`src/rtl/macplus_kbd_proto.sv`:
```
// -----------------------------------------------------------------------------
// macplus_kbd_proto
// Macintosh Plus keyboard protocol engine. Translated key events are encoded
// into Mac keyboard byte sequences and queued in a byte FIFO; host command
// bytes (Inquiry, Instant, Model, Test) are answered with single reply bytes.
//
// Ports
//   clk         single clock, rising edge
//   reset_n     synchronous active-low reset
//   key_valid   one-cycle key event strobe
//   key_mac     [8:7] class, [6:0] code
//   key_break   1 = release, 0 = press (sampled with key_valid)
//   cmd_valid   one-cycle host command strobe
//   cmd         host command byte
//   resp_valid  one-cycle reply strobe
//   resp        reply byte (0x00 when resp_valid is low)
//   busy        command accepted and reply not yet issued
//   overrun     sticky: a key event was dropped
// -----------------------------------------------------------------------------
module macplus_kbd_proto #(
  parameter int unsigned FIFO_DEPTH  = 16,
  parameter int unsigned INQ_TIMEOUT = 8000000
) (
  input  logic       clk,
  input  logic       reset_n,
  input  logic       key_valid,
  input  logic [8:0] key_mac,
  input  logic       key_break,
  input  logic       cmd_valid,
  input  logic [7:0] cmd,
  output logic       resp_valid,
  output logic [7:0] resp,
  output logic       busy,
  output logic       overrun
);

  localparam int unsigned PTR_W = (FIFO_DEPTH > 1) ? $clog2(FIFO_DEPTH) : 1;
  localparam int unsigned CNT_W = $clog2(FIFO_DEPTH + 1);
  localparam int unsigned TMR_W = (INQ_TIMEOUT > 1) ? $clog2(INQ_TIMEOUT) : 1;

  localparam logic [TMR_W-1:0] TMR_LAST =
    TMR_W'((INQ_TIMEOUT > 0) ? (INQ_TIMEOUT - 1) : 0);

  localparam logic [7:0] CMD_INQUIRY = 8'h10;
  localparam logic [7:0] CMD_INSTANT = 8'h14;
  localparam logic [7:0] CMD_MODEL   = 8'h16;
  localparam logic [7:0] CMD_TEST    = 8'h36;

  localparam logic [7:0] RSP_NULL    = 8'h7B;
  localparam logic [7:0] RSP_MODEL   = 8'h0B;
  localparam logic [7:0] RSP_TEST    = 8'h7D;
  localparam logic [7:0] RSP_UNKNOWN = 8'h77;

  typedef struct packed {
    logic [8:0] mac;
    logic       brk;
  } key_ev_t;

  typedef struct packed {
    logic [1:0] len;
    logic [7:0] b0;
    logic [7:0] b1;
    logic [7:0] b2;
  } key_seq_t;

  typedef enum logic [1:0] {
    ST_IDLE,
    ST_INQ_WAIT,
    ST_REPLY
  } state_t;

  // Byte sequence for one (already filtered) key event.
  function automatic key_seq_t encode(input key_ev_t ev);
    key_seq_t   s;
    logic [7:0] c;
    logic [7:0] b;
    c = {1'b0, ev.mac[6:0]};
    b = ev.brk ? 8'h80 : 8'h00;
    s = '0;
    case (ev.mac[8:7])
      2'd0: begin
        s.len = 2'd1;
        s.b0  = c | b;
      end
      2'd1: begin
        s.len = 2'd2;
        s.b0  = 8'h79;
        s.b1  = c | b;
      end
      default: begin
        s.len = 2'd3;
        s.b0  = ev.brk ? 8'hF1 : 8'h71;
        s.b1  = 8'h79;
        s.b2  = c | b;
      end
    endcase
    return s;
  endfunction

  // FIFO storage and pointers
  logic [7:0]       mem [FIFO_DEPTH];
  logic [PTR_W-1:0] wr_ptr;
  logic [PTR_W-1:0] rd_ptr;
  logic [CNT_W-1:0] count;
  logic             empty_c;
  logic [7:0]       head_c;

  // Enqueue engine state
  logic             hold_valid, hold_valid_nxt;
  key_ev_t          hold_ev, hold_ev_nxt;
  logic [1:0]       seq_rem, seq_rem_nxt;
  logic [7:0]       seq_b1, seq_b1_nxt;
  logic [7:0]       seq_b2, seq_b2_nxt;

  key_ev_t          in_ev_c;
  logic             in_ok_c;
  key_ev_t          src_ev_c;
  logic             src_valid_c;
  key_seq_t         src_seq_c;
  logic [CNT_W-1:0] free_c;
  logic             wr_en_c;
  logic [7:0]       wr_data_c;
  logic             drop_c;

  // Command FSM state
  state_t           state, state_nxt;
  logic [7:0]       cmd_q, cmd_nxt;
  logic [TMR_W-1:0] timer, timer_nxt;
  logic             resp_valid_nxt;
  logic [7:0]       resp_nxt;
  logic             busy_nxt;
  logic             pop_c;
  logic             flush_c;

  assign empty_c = (count == '0);
  assign head_c  = mem[rd_ptr];

  // Incoming event after discarding class 2 and the 0x7F "no key" code
  assign in_ev_c = '{mac: key_mac, brk: key_break};
  assign in_ok_c = key_valid && (key_mac[8:7] != 2'd2) && (key_mac[6:0] != 7'h7F);

  // A held event has priority over a new one when the engine is free
  assign src_ev_c    = hold_valid ? hold_ev : in_ev_c;
  assign src_valid_c = hold_valid || in_ok_c;
  assign src_seq_c   = encode(src_ev_c);

  // A same-cycle pop frees a slot for the byte written in this cycle
  assign free_c = CNT_W'(FIFO_DEPTH) - count + CNT_W'(pop_c);

  // Enqueue engine: one byte per cycle, space reserved for the whole sequence
  always_comb begin
    wr_en_c        = 1'b0;
    wr_data_c      = seq_b1;
    drop_c         = 1'b0;
    seq_rem_nxt    = seq_rem;
    seq_b1_nxt     = seq_b1;
    seq_b2_nxt     = seq_b2;
    hold_valid_nxt = hold_valid;
    hold_ev_nxt    = hold_ev;

    if (seq_rem != 2'd0) begin
      wr_en_c     = 1'b1;
      wr_data_c   = seq_b1;
      seq_b1_nxt  = seq_b2;
      seq_rem_nxt = seq_rem - 2'd1;
      if (in_ok_c) begin
        if (hold_valid) begin
          drop_c = 1'b1;
        end else begin
          hold_valid_nxt = 1'b1;
          hold_ev_nxt    = in_ev_c;
        end
      end
    end else if (src_valid_c) begin
      if (CNT_W'(src_seq_c.len) > free_c) begin
        drop_c = 1'b1;
      end else begin
        wr_en_c     = 1'b1;
        wr_data_c   = src_seq_c.b0;
        seq_b1_nxt  = src_seq_c.b1;
        seq_b2_nxt  = src_seq_c.b2;
        seq_rem_nxt = src_seq_c.len - 2'd1;
      end
      // Holding register consumed; a same-cycle new event takes its place
      if (hold_valid) begin
        hold_valid_nxt = in_ok_c;
        hold_ev_nxt    = in_ev_c;
      end
    end
  end

  // Enqueue engine registers and sticky overrun
  always_ff @(posedge clk) begin
    if (!reset_n || flush_c) begin
      hold_valid <= 1'b0;
      hold_ev    <= '0;
      seq_rem    <= 2'd0;
      seq_b1     <= 8'h00;
      seq_b2     <= 8'h00;
    end else begin
      hold_valid <= hold_valid_nxt;
      hold_ev    <= hold_ev_nxt;
      seq_rem    <= seq_rem_nxt;
      seq_b1     <= seq_b1_nxt;
      seq_b2     <= seq_b2_nxt;
    end
  end

  always_ff @(posedge clk) begin
    if (!reset_n || flush_c) begin
      overrun <= 1'b0;
    end else if (drop_c) begin
      overrun <= 1'b1;
    end
  end

  // FIFO pointers and occupancy
  always_ff @(posedge clk) begin
    if (!reset_n || flush_c) begin
      wr_ptr <= '0;
      rd_ptr <= '0;
      count  <= '0;
    end else begin
      if (wr_en_c) begin
        wr_ptr <= wr_ptr + PTR_W'(1);
      end
      if (pop_c) begin
        rd_ptr <= rd_ptr + PTR_W'(1);
      end
      case ({wr_en_c, pop_c})
        2'b10:   count <= count + CNT_W'(1);
        2'b01:   count <= count - CNT_W'(1);
        default: count <= count;
      endcase
    end
  end

  // FIFO data; when full, a write and pop share a slot and the pop reads old data
  always_ff @(posedge clk) begin
    if (wr_en_c) begin
      mem[wr_ptr] <= wr_data_c;
    end
  end

  // Command FSM: next state, next outputs, pop/flush strobes
  always_comb begin
    state_nxt      = state;
    cmd_nxt        = cmd_q;
    timer_nxt      = timer;
    resp_valid_nxt = 1'b0;
    resp_nxt       = 8'h00;
    busy_nxt       = busy;
    pop_c          = 1'b0;
    flush_c        = 1'b0;

    case (state)
      ST_IDLE: begin
        if (cmd_valid) begin
          cmd_nxt   = cmd;
          busy_nxt  = 1'b1;
          state_nxt = ST_REPLY;
        end
      end

      ST_REPLY: begin
        resp_valid_nxt = 1'b1;
        busy_nxt       = 1'b0;
        state_nxt      = ST_IDLE;
        case (cmd_q)
          CMD_INQUIRY: begin
            if (!empty_c) begin
              pop_c    = 1'b1;
              resp_nxt = head_c;
            end else begin
              resp_valid_nxt = 1'b0;
              busy_nxt       = 1'b1;
              timer_nxt      = '0;
              state_nxt      = ST_INQ_WAIT;
            end
          end
          CMD_INSTANT: begin
            if (!empty_c) begin
              pop_c    = 1'b1;
              resp_nxt = head_c;
            end else begin
              resp_nxt = RSP_NULL;
            end
          end
          CMD_MODEL: begin
            flush_c  = 1'b1;
            resp_nxt = RSP_MODEL;
          end
          CMD_TEST: resp_nxt = RSP_TEST;
          default:  resp_nxt = RSP_UNKNOWN;
        endcase
      end

      ST_INQ_WAIT: begin
        if (!empty_c) begin
          pop_c          = 1'b1;
          resp_nxt       = head_c;
          resp_valid_nxt = 1'b1;
          busy_nxt       = 1'b0;
          state_nxt      = ST_IDLE;
        end else if (timer == TMR_LAST) begin
          resp_nxt       = RSP_NULL;
          resp_valid_nxt = 1'b1;
          busy_nxt       = 1'b0;
          state_nxt      = ST_IDLE;
        end else begin
          timer_nxt = timer + TMR_W'(1);
        end
      end

      default: begin
        state_nxt = ST_IDLE;
        busy_nxt  = 1'b0;
      end
    endcase
  end

  // Command FSM state register and registered outputs
  always_ff @(posedge clk) begin
    if (!reset_n) begin
      state      <= ST_IDLE;
      cmd_q      <= 8'h00;
      timer      <= '0;
      resp_valid <= 1'b0;
      resp       <= 8'h00;
      busy       <= 1'b0;
    end else begin
      state      <= state_nxt;
      cmd_q      <= cmd_nxt;
      timer      <= timer_nxt;
      resp_valid <= resp_valid_nxt;
      resp       <= resp_nxt;
      busy       <= busy_nxt;
    end
  end

endmodule

```
`config.mk`:
```
export PLATFORM = sky130hd
export DESIGN_NAME = macplus_kbd_proto
export DESIGN_NICKNAME = d
export VERILOG_FILES = /design/src/rtl/macplus_kbd_proto.sv
export SDC_FILE = /design/constraint.sdc
export NUM_CORES = 1
export LEC_CHECK = 0
export ABC_AREA = 1
export CORE_MARGIN = 2
export CORE_UTILIZATION = 57
export CTS_CLUSTER_DIAMETER = 80
export CTS_CLUSTER_SIZE = 25
export DETAILED_ROUTE_END_ITERATION = 7
export DONT_BUFFER_PORTS = 1
export PLACE_DENSITY = 0.75
export SYNTH_ARGS = -nofsm -noshare
export SYNTH_HDL_FRONTEND = slang
export SYNTH_SLANG_ARGS = --single-unit
export TNS_END_PERCENT = 30
```
`constraint.sdc`:
```
create_clock -name clk -period 3.8 [get_ports clk]
set_clock_uncertainty 0.1 [all_clocks]
set_input_delay 0.19 -clock clk [delete_from_list [all_inputs] [get_ports clk]]
set_output_delay 0.19 -clock clk [all_outputs]
set_load 0.02 [all_outputs]
```
==> implementation parameters, run 1 <==
Parameter                              Value

Run status
  Outcome ... finished, final reports clean

Logic synthesis
  Async set-or-reset flop fraction in the synthesized netlist ... 0
  Synth area leader ... edfxtp_1
  Synth Cell Area ... 0.0101 sq mm
  Syn Nets ... 1,186
  Top-area cell type share of the netlist area ... 0.381
  Per-instance average area after synthesis ... 8.79 sq um
  Sequential share of the synthesized area ... 0.559
  Warnings, synthesis ... 0
  Flops & latches, synth ... 218
  Area contributors post-synth ... edfxtp_1, dfxtp_1, nand2_1, nor2_1, o21ai_0
  Cell variety after synth ... 47
  Synthesized instance count ... 1,148
  Number of flops mapped to enable cells by yosys ... 128
  Top flip-flop cell by instance count after synthesis ... edfxtp_1

CTS
  Sink Count ... 218
  Clock transition at the registers of the reported paths ... 100 ps
  Clock tree from TritonCTS ... built
  H-tree level count ... 1
  Later-pin clock latency in the skew report ... 480 ps
  Maximum clock path buffer count ... 3
  Root buffer selected by CTS ... clkbuf_16
  Number of clock buffers inserted by TritonCTS ... 13

Layout
  Commonest non-fill, non-tap cell in the layout ... nand2_1
  Final Instance Area ... 0.0112 sq mm
  Most frequent cells in the layout ... nand2_1, nor2_1, edfxtp_1, o21ai_0, inv_1
  Area of the multi-input gates ... 0.00391 sq mm
  Diodes inserted ... 0
  Synthesis-to-finish area growth ... 11.4%
  Fillcell total ... 1,393
  Final-stage net count ... 1,224
  Fraction of final layout cells sized beyond drive strength 1 ... 0.106
  Number of cells in the finished layout apart from fillers ... 1,417
  Register area ... 0.00565 sq mm

GRT
  M2 GR Usage ... 0.413
  Busiest grt layer ... met2
  Total routing resource utilization after global routing ... 0.251
  Antenna violations before repair ... 0
  Vias in the first global route ... 7,416
  Met1 Track Usage GR ... 0.351
  Met3 track demand over resource ... 0.0359
  Congestion Overflow GR ... 0
  First-pass GRT wire length ... 37,200 um
  Largest net degree at the start of global routing ... 65

Die
  Ports ... 33
  Die boundary height ... 137 um
  Area of the core ... 0.0173 sq mm
  Starting utilization of the core area ... 0.583
  Area enclosed by the die boundary ... 0.0188 sq mm
  Standard-cell rows ... 48
  Die width ... 137 um

Timing
  Transition at the pin with the smallest max-transition slack ... 993 ps
  Final-layout worst hold slack ... 2.54 ps
  Relative slew slack ... 0.330
  Total setup violations reported at the end of the flow ... 0
  Max Slew Vio Count ... 0
  Final hold viol count ... 0
  Post-route clock period utilization ... 0.961
  Tmin final ... 3650 ps
  Timing-limited maximum frequency ... 274 MHz
  RSZ-0062 raised after global routing ... true

Placement
  Port Buffer Count ... 0
  Number of cells in the design after placement ... 1,369
  Hpwl dp ... 15,200 um
  Cell Area, Placed ... 0.0105 sq mm
  Global placement routability congestion ... 0.877

Min path
  Hold Path Class ... input port to flip-flop

Route
  Detailed-route via count ... 8,051
  Routed wire per std cell ... 16.7 um
  Routed vias/inst ... 5.68
  First-pass iteration count of the detailed router ... 5
  Residual antenna-violating net count after detailed routing ... 0
  Total wire length after detailed routing ... 23,700 um
  DRT iter0 DRCs ... 656
  Remaining routing DRC violations ... 0

Worst setup path
  Maximum net fanout on the critical path ... 3
  Critical path launch point type ... flip-flop
  Req. time, crit path ... 4120 ps
  Crit. End Element ... flip-flop
  Critical path data arrival time ... 3970 ps
  Crit-path max cell delay ... 390 ps
  Slowest-stage cell, CP ... dfxtp_4
  Path type of the worst setup path ... flip-flop to flip-flop
  Most numerous cell on the critical path ... ha_4

Job
  # Max-Cap Violations ... 0

Pwr
  Static leakage ... 0.00423 uW
  Power per cell area ... 577 mW/mm^2
  Peak ir drop on the vdd network ... 413 uV
[flip-flops by register name (all words and copies together), names as in the netlist, 2 cells and up, named ones only]
register / cells
state: 2
wr_ptr: 4
seq_rem: 2
cmd_q: 8
hold_ev: 10
seq_b2: 8
timer: 23
count: 5
mem: 128
resp: 8
seq_b1: 8
rd_ptr: 4
[critical path: cells and delay by family (launching register included)]
family	cells	cell delay [ps]
flip-flops	1	390
AO/OA/AOI/OAI	7	800
AND/OR/NAND/NOR	8	710
buffers and inverters	6	310
XOR/XNOR	1	150
adder cells (fa/ha/maj)	6	1130
[repair_timing]
item | in CTS | in global routing
gates resized for setup | 2 | 25
hold buffers | 20 | 0
pin swaps | 3 | 11
endpoints found under the setup margin | 1 | 51
setup buffers | 2 | 5
hold endpoints to repair | 44 | 0
[layer usage]
metal / up-vias / wire length, um
li1: 3938 / -
met1: 3774 / 10300
met2: 306 / 11200
met3: 33 / 1670
met4: 0 / 461
met5: - / 0
[cells in the mapped netlist (2+ instances only)]
master / instances
mux2i_1: 6
buf_2: 14
ha_1: 16
o21ai_1: 4
o21ai_0: 114
nand3b_1: 2
o22ai_1: 7
o2bb2ai_1: 3
inv_2: 6
nand2_1: 203
clkbuf_1: 23
inv_1: 97
nor2_2: 2
buf_6: 6
inv_4: 2
nor3_1: 15
edfxtp_1: 128
xnor2_1: 3
nand2_2: 3
nor2_4: 2
nand3_1: 79
nand4_1: 10
a31oi_1: 5
or2_2: 4
a21oi_1: 55
o221ai_1: 3
xor2_1: 5
o211ai_1: 16
and3_1: 2
o21a_1: 5
a211oi_1: 9
buf_4: 5
nor2_1: 191
dfxtp_1: 90
[where the power goes]
part	internal, uW	switching (uW)	total [uW]
clock	719	777	1500
combinational	617	1250	1860
sequential	3020	108	3130
[final timing paths]
kind / start / to / slack (ps) / depth (start not counted)
worst max-delay path: state[0]$_SDFFE_PN0P_ / count[4]$_SDFFE_PP0P_ / 150 / 28
worst min register to register: seq_b1[1]$_SDFFE_PP0P_ / seq_b1[1]$_SDFFE_PP0P_ / 360 / 2
worst max register to register: state[0]$_SDFFE_PN0P_ / count[4]$_SDFFE_PP0P_ / 150 / 28
worst min-delay path: key_break / hold_ev[0]$_SDFFE_PP0P_ / 3 / 4
[layout make-up]
class	instances	area share
sequential	218	0.503
timing repair buffer	71	0.0518
multi-input combinational	775	0.348
clock inverter	5	0.00567
tap	225	0.0250
inverter	107	0.0368
clock buffer	16	0.0299
[cell families after synthesis]
group | count (synthesis) | synth area share
AOI/OAI and AO/OA | 227 | 0.127
buffers and inverters | 155 | 0.0663
xor gates and xnor gates | 8 | 0.00694
and+or+nand+nor | 518 | 0.215
muxes | 6 | 0.00595
adders and majority gates | 16 | 0.0198
DFF | 218 | 0.559
[per-stage QoR]
step	setup TNS, ps	total power (uW)	worst slack, ps	utilization
detailed placement	-45.4	4860	-45.4	0.606
CTS	0	6390	17.3	0.642
finish	0	6490	148	0.650
floorplan	0	4310	5.35	-
global placement	0	4810	119	0.606
global route	-67.8	6800	-67.8	0.650
Power figures use the tool's default switching activity.
==> run 2: changes to the inputs <==
Settings changed: ABC_AREA 1 to not set.
==> run 2 against run 1 <==
  * Non-clock buffer count rose by 9
  * Sequential power fell by 11%
  * Register-to-register slack got worse by 100 ps
  * Sequential cell count did not move
  * Critical endpoint is now count[2]$_SDFFE_PP0P_
  * Clock power barely moved
  * Synthesized cell count fell by 30%
  * Final cell count fell by 24%
  * Setup slack got worse by 100 ps
  * Utilization rose by 0.79 points
  * First-iteration DRC count fell by 15%
  * Largest cell class unchanged
==> implementation parameters, run 2 <==
Parameter                              Value

Run status
  Outcome ... finished, final reports clean

Layout
  Flip-flop count of the largest register after layout ... 128
  Final-stage net count ... 887
  Register bank with the most flops ... mem
  Diodes inserted ... 0
  Synthesis-to-finish area growth ... 13.9%
  Post-layout util ... 0.658
  Registers with the most flip-flops ... mem: 128 flops, timer: 23 flops, hold_ev: 10 flops
  Fraction of final layout cells sized beyond drive strength 1 ... 0.193
  Commonest non-fill, non-tap cell in the layout ... edfxtp_1
  Most frequent cells in the layout ... edfxtp_1, dfxtp_1, nand2_1, buf_4, mux2i_1

Worst setup path
  Top Family by Delay on Critical Path ... adder cells
  Critical path launch point type ... flip-flop
  Most numerous cell on the critical path ... ha_4
  Maximum net fanout on the critical path ... 5
  Crit. End Element ... flip-flop
  Req. time, crit path ... 4110 ps
  Number of buffer and inverter stages on the critical path ... 3
  Path type of the worst setup path ... flip-flop to flip-flop
  Crit-path max cell delay ... 340 ps
  Slowest-stage cell, CP ... dfxtp_2
  Critical path data arrival time ... 4060 ps
  Critical path, cell by cell ... inv_2 > ha_4 > nor4bb_4 > a21o_1 > nand3_4 > ha_4 > inv_4 > ha_4 > inv_2 > ha_4 > nand2_2 > nand2_2 > a211o_1 > a21oi_4 > ha_4 > xor2_2 > ha_2 > a21oi_2 > xor2_1 > or3_1 > a21oi_1

Route
  First-pass iteration count of the detailed router ... 5
  Total wire length after detailed routing ... 22,100 um
  Routed wire per std cell ... 20.5 um
  Detailed-route via count ... 6,776
  DRT iter0 DRCs ... 556
  Remaining routing DRC violations ... 0
  Residual antenna-violating net count after detailed routing ... 0
  Routed vias/inst ... 6.27

Timing
  Max Slew Vio Count ... 0
  Total setup violations reported at the end of the flow ... 0
  RSZ-0062 raised after global routing ... true
  Final hold viol count ... 0
  Timing-limited maximum frequency ... 266 MHz
  Tmin final ... 3760 ps
  Post-route clock period utilization ... 0.988
  Transition at the pin with the smallest max-transition slack ... 1200 ps
  Relative slew slack ... 0.193
  Setup tns final ... 0 ps

CTS
  Root buffer selected by CTS ... clkbuf_16
  Number of clock buffers inserted by TritonCTS ... 13
  Clock tree from TritonCTS ... built
  Sink Count ... 218
  Maximum clock path buffer count ... 3
  Clock transition at the registers of the reported paths ... 100 ps
  H-tree level count ... 1
  Later-pin clock latency in the skew report ... 470 ps

Die
  Area enclosed by the die boundary ... 0.0184 sq mm
  Ports ... 33
  Standard-cell rows ... 48
  Area of the core ... 0.0171 sq mm
  Starting utilization of the core area ... 0.578
  Die boundary height ... 136 um
  Die width ... 136 um

Logic synthesis
  Number of flops mapped to enable cells by yosys ... 128
  Synth cell count leaders ... edfxtp_1, dfxtp_1, nand2_1
  Sequential share of the synthesized area ... 0.571
  Most instantiated library cell after synthesis ... edfxtp_1
  Syn Nets ... 846
  Synth Cell Area ... 0.00989 sq mm
  Synthesized instance count ... 808
  Top flip-flop cell by instance count after synthesis ... edfxtp_1
  Cell variety after synth ... 57
  Per-instance average area after synthesis ... 12.2 sq um
  Warnings, synthesis ... 0
  Synth area leader ... edfxtp_1
  Area contributors post-synth ... edfxtp_1, dfxtp_1, mux4_2, mux2i_1, nand2_1
  Flops & latches, synth ... 218
  Async set-or-reset flop fraction in the synthesized netlist ... 0
  Top-area cell type share of the netlist area ... 0.389

Placement
  Port Buffer Count ... 0
  Hpwl dp ... 14,400 um
  Global placement routability congestion ... 0.854

GRT
  Largest net degree at the start of global routing ... 35
  Vias in the first global route ... 6,541
  Total routing resource utilization after global routing ... 0.242
  First-pass GRT wire length ... 34,900 um
  Antenna violations before repair ... 0
  Congestion Overflow GR ... 0

Pwr
  Peak ir drop on the vdd network ... 252 uV
  Static leakage ... 0.00377 uW
  Power per cell area ... 481 mW/mm^2

Job
  # Max-Cap Violations ... 0

Min path
  Hold Path Class ... input port to flip-flop
## run 2: final cells by class
| class | instances | area [sq um] |
|---|---|---|
| Clock buffer | 16 | 337 |
| Multi-Input combinational cell | 519 | 4210 |
| Clock inverter | 5 | 67.6 |
| Timing Repair Buffer | 80 | 656 |
| Tap cell | 225 | 282 |
| Inverter | 17 | 66.3 |
| Sequential cell | 218 | 5650 |
| Fill cell | 1239 | 5850 |
## run 2: power by group
part           internal [uW]  switching, uW  total, uW
logic                    463            681       1140
clock network            719            757       1480
registers               2730           70.5       2800
total                   3910           1510       5420
## run 2: tightest hold or removal path, stage by stage
cell and delay (ps):
mux2_2 150, nand3_1 70, mux2i_1 120
## run 2: final timing paths
kind              cells past startpoint                    from  slack, ps                      to
hold reg to reg                       2  seq_b2[2]$_SDFFE_PP0P_        360  seq_b2[2]$_SDFFE_PP0P_
setup / recovery                     21   state[0]$_SDFFE_PN0P_         40   count[2]$_SDFFE_PP0P_
hold / removal                        3               key_break          3  seq_b2[7]$_SDFFE_PP0P_
setup reg to reg                     21   state[0]$_SDFFE_PN0P_         40   count[2]$_SDFFE_PP0P_
## run 2: kinds of logic (layout without fill, tap and decap cells)
logic type	Yosys count	after routing	share of synthesized area
flops	218	218	0.571
xor+xnor	8	8	0.00709
simple gates	294	294	0.160
mux	97	97	0.147
compound gates	104	104	0.0661
buf+inv	71	118	0.0286
fa+ha+maj	16	16	0.0202
## run 2: layer usage
layer  vias to the layer above  global-route usage  routed length (um)
li1                       3135                   -                   -
met1                      3349               0.341                9410
met2                       257               0.410               10900
met3                        35              0.0269                1470
met4                         0              0.0538                 357
met5                         -                   0                   0
## run 2: timing repair
item / CTS / global route
setup endpoints to repair: 18 / 15
setup buffers: 1 / 7
resized for setup: 1 / 13
hold endpoints to repair: 29 / 0
hold buffers: 22 / 0
pin swaps: 2 / 10
## run 2: metrics by stage
| step | total power, uW | hold slack [ps] | setup WS (ps) | cell area (sq um) | cells |
|---|---|---|---|---|---|
| final | 5420 | 2.83 | 45.0 | 11300 | 1080 |
| after global routing | 5640 | 17.5 | -117 | 11300 | 1080 |
| after CTS | 5400 | 2.75 | 7.51 | 11100 | 1073 |
| after detailed placement | 3910 | 235 | -88.1 | 10500 | 1029 |
| after global placement | 3850 | 228 | 61.2 | 10500 | 1029 |
| after floorplan | 3590 | 237 | -161 | 10100 | 808 |
==> run 3: changes to the inputs <==
Settings changed: ABC_AREA set to 1, HOLD_SLACK_MARGIN set to 0.02.
==> run 3 against run 2 <==
  * Sequential share of layout area rose by 0.11 points
  * Worst hold slack improved by 30 ps
  * Cell area fell by 0.17%
  * Critical path depth rose by 6
  * Setup slack improved by 100 ps
  * Largest power group unchanged
==> implementation parameters, run 3 (same netlist as run 1, synthesis figures left out) <==
Parameter                              Value

Run status
  Outcome ... finished, final reports clean

Route
  Routed vias/inst ... 5.65
  Detailed-route via count ... 8,012
  Remaining routing DRC violations ... 0
  DRT iter0 DRCs ... 710
  Total wire length after detailed routing ... 23,600 um
  First-pass iteration count of the detailed router ... 5
  Routed wire per std cell ... 16.6 um
  Residual antenna-violating net count after detailed routing ... 0

CTS
  H-tree level count ... 1
  Clock tree from TritonCTS ... built
  Clock transition at the registers of the reported paths ... 100 ps
  Maximum clock path buffer count ... 3
  Root buffer selected by CTS ... clkbuf_16
  Number of clock buffers inserted by TritonCTS ... 13
  Later-pin clock latency in the skew report ... 480 ps
  Sink Count ... 218

Die
  Area enclosed by the die boundary ... 0.0188 sq mm
  Standard-cell rows ... 48
  Starting utilization of the core area ... 0.583
  Die width ... 137 um
  Ports ... 33
  Area of the core ... 0.0173 sq mm
  Die boundary height ... 137 um

Worst setup path
  Crit path launch ... state[0]$_SDFFE_PN0P_
  Critical path data arrival time ... 3970 ps
  Critical path launch point type ... flip-flop
  Maximum net fanout on the critical path ... 12
  Number of buffer and inverter stages on the critical path ... 6
  Path type of the worst setup path ... flip-flop to flip-flop
  Crit. End Element ... flip-flop
  Top Family by Delay on Critical Path ... adder cells
  R2r startpoint ... state[0]$_SDFFE_PN0P_
  Req. time, crit path ... 4120 ps
  Crit-path max cell delay ... 390 ps
  Slowest-stage cell, CP ... dfxtp_4

Layout
  Register bank with the most flops ... mem
  Post-layout util ... 0.650
  Diodes inserted ... 0
  Number of cells in the finished layout apart from fillers ... 1,417
  Fraction of final layout cells sized beyond drive strength 1 ... 0.106
  Registers with the most flip-flops ... mem: 128 flops, timer: 23 flops, hold_ev: 10 flops
  Most frequent cells in the layout ... nand2_1, nor2_1, edfxtp_1, o21ai_0, inv_1
  Flip-flop count of the largest register after layout ... 128
  Synthesis-to-finish area growth ... 11.4%
  Commonest non-fill, non-tap cell in the layout ... nand2_1
  Final-stage net count ... 1,224

GRT
  First-pass GRT wire length ... 37,100 um
  Largest net degree at the start of global routing ... 65
  Antenna violations before repair ... 0
  Vias in the first global route ... 7,409
  Congestion Overflow GR ... 0
  Total routing resource utilization after global routing ... 0.251

Placement
  Hpwl dp ... 15,200 um
  Global placement routability congestion ... 0.877
  Number of cells in the design after placement ... 1,369
  Port Buffer Count ... 0
  Worst setup slack before clock tree synthesis ... -45.4 ps

Pwr
  Switching power share of the total ... 0.329
  Fraction of power consumed by sequential logic ... 0.482
  Overall power of the completed layout ... 6490 uW
  Pint ... 4360 uW
  Combinational Power Share ... 0.288
  Static leakage ... 0.00423 uW
  Switching power ... 2140 uW
  Power per cell area ... 577 mW/mm^2
  Peak ir drop on the vdd network ... 414 uV
  Proportion of power drawn by the clock network ... 0.231

Timing
  Final hold viol count ... 0
  Total setup violations reported at the end of the flow ... 0
  Transition at the pin with the smallest max-transition slack ... 968 ps
  Relative slew slack ... 0.347
  RSZ-0062 raised after global routing ... true
  Max Slew Vio Count ... 0
  Worst Setup Slack, final ... 147 ps
  Tmin final ... 3650 ps
  Post-route clock period utilization ... 0.961
  Timing-limited maximum frequency ... 274 MHz

Job
  # Max-Cap Violations ... 0

Min path
  Worst min-delay path startpoint ... key_mac[5]
  Hold Path Class ... input port to flip-flop
## run 3: changes by cell type in the layout (fill, tap and decap cells not counted), sizes merged, moves of 46 or more
cell | before | now
nor2 | 32 | 195
nand2 | 82 | 207
o21ai | 30 | 120
mux2i | 52 | 6
inv | 18 | 109
## run 3: power groups by stage
stage          Clock (uW)  Sequential (uW)  Combinational, uW
6_report             1500             3130               1870
3_5_place_dp            0             3180               1680
4_1_cts              1530             3130               1730
3_3_place_gp            0             3170               1640
2_1_floorplan           0             3170               1130
5_1_grt              1590             3150               2060
## run 3: repair_timing
action	CTS	global route
endpoints found under the hold margin	59	0
pin swaps	3	11
setup buffers	2	5
gates resized for setup	2	25
setup endpoints to repair	1	51
hold buffers	20	0
## run 3: final timing paths
check / slack [ps] / cells past startpoint / to
setup reg to reg: 150 / 27 / count[4]$_SDFFE_PP0P_
hold / removal: 30 / 4 / seq_b2[5]$_SDFFE_PP0P_
hold reg to reg: 360 / 2 / seq_b1[1]$_SDFFE_PP0P_
setup / recovery: 150 / 27 / count[4]$_SDFFE_PP0P_
## run 3: area by class of cell
class	instances	area [sq um]
Clock inverter	5	63.8
Tap cell	225	282
Fill cell	1393	6050
Clock buffer	16	337
Multi-Input combinational cell	775	3910
Sequential cell	218	5650
Inverter	107	414
Timing Repair Buffer	71	583
## run 3: worst register-to-register path, cell delays in order (launching register included)
cell and delay [ps]:
dfxtp_4 390, inv_4 50, ha_4 260, inv_1 40, nor2_2 80, nand2_2 90, ha_4 180, inv_4 60
ha_4 190, inv_2 60, ha_4 200, nand2_2 60, o21ai_2 50, a211oi_2 190, nand3_1 140, nand2_2 130
nand2_4 60, inv_4 70, buf_4 180, ha_1 210, nand2_1 100, nand2_1 90, nand2_2 70, o21ai_2 160
a21oi_1 80, o21ai_1 110, o21ai_1 90, a21oi_1 120
## run 3: routing by layer
metal  global-route usage  part of all wire
met1                0.350              0.44
met2                0.412              0.47
met3               0.0356             0.069
met4               0.0664             0.020
met5                    0                 0
## run 3: metrics by stage
stage,hold WS [ps],TNS (ps),area [sq um]
2_1_floorplan,234,0,10100
3_3_place_gp,240,0,10500
3_5_place_dp,241,-45.4,10500
4_1_cts,28.6,0,11100
5_1_grt,78.1,-67.8,11200
6_report,32.5,0,11200
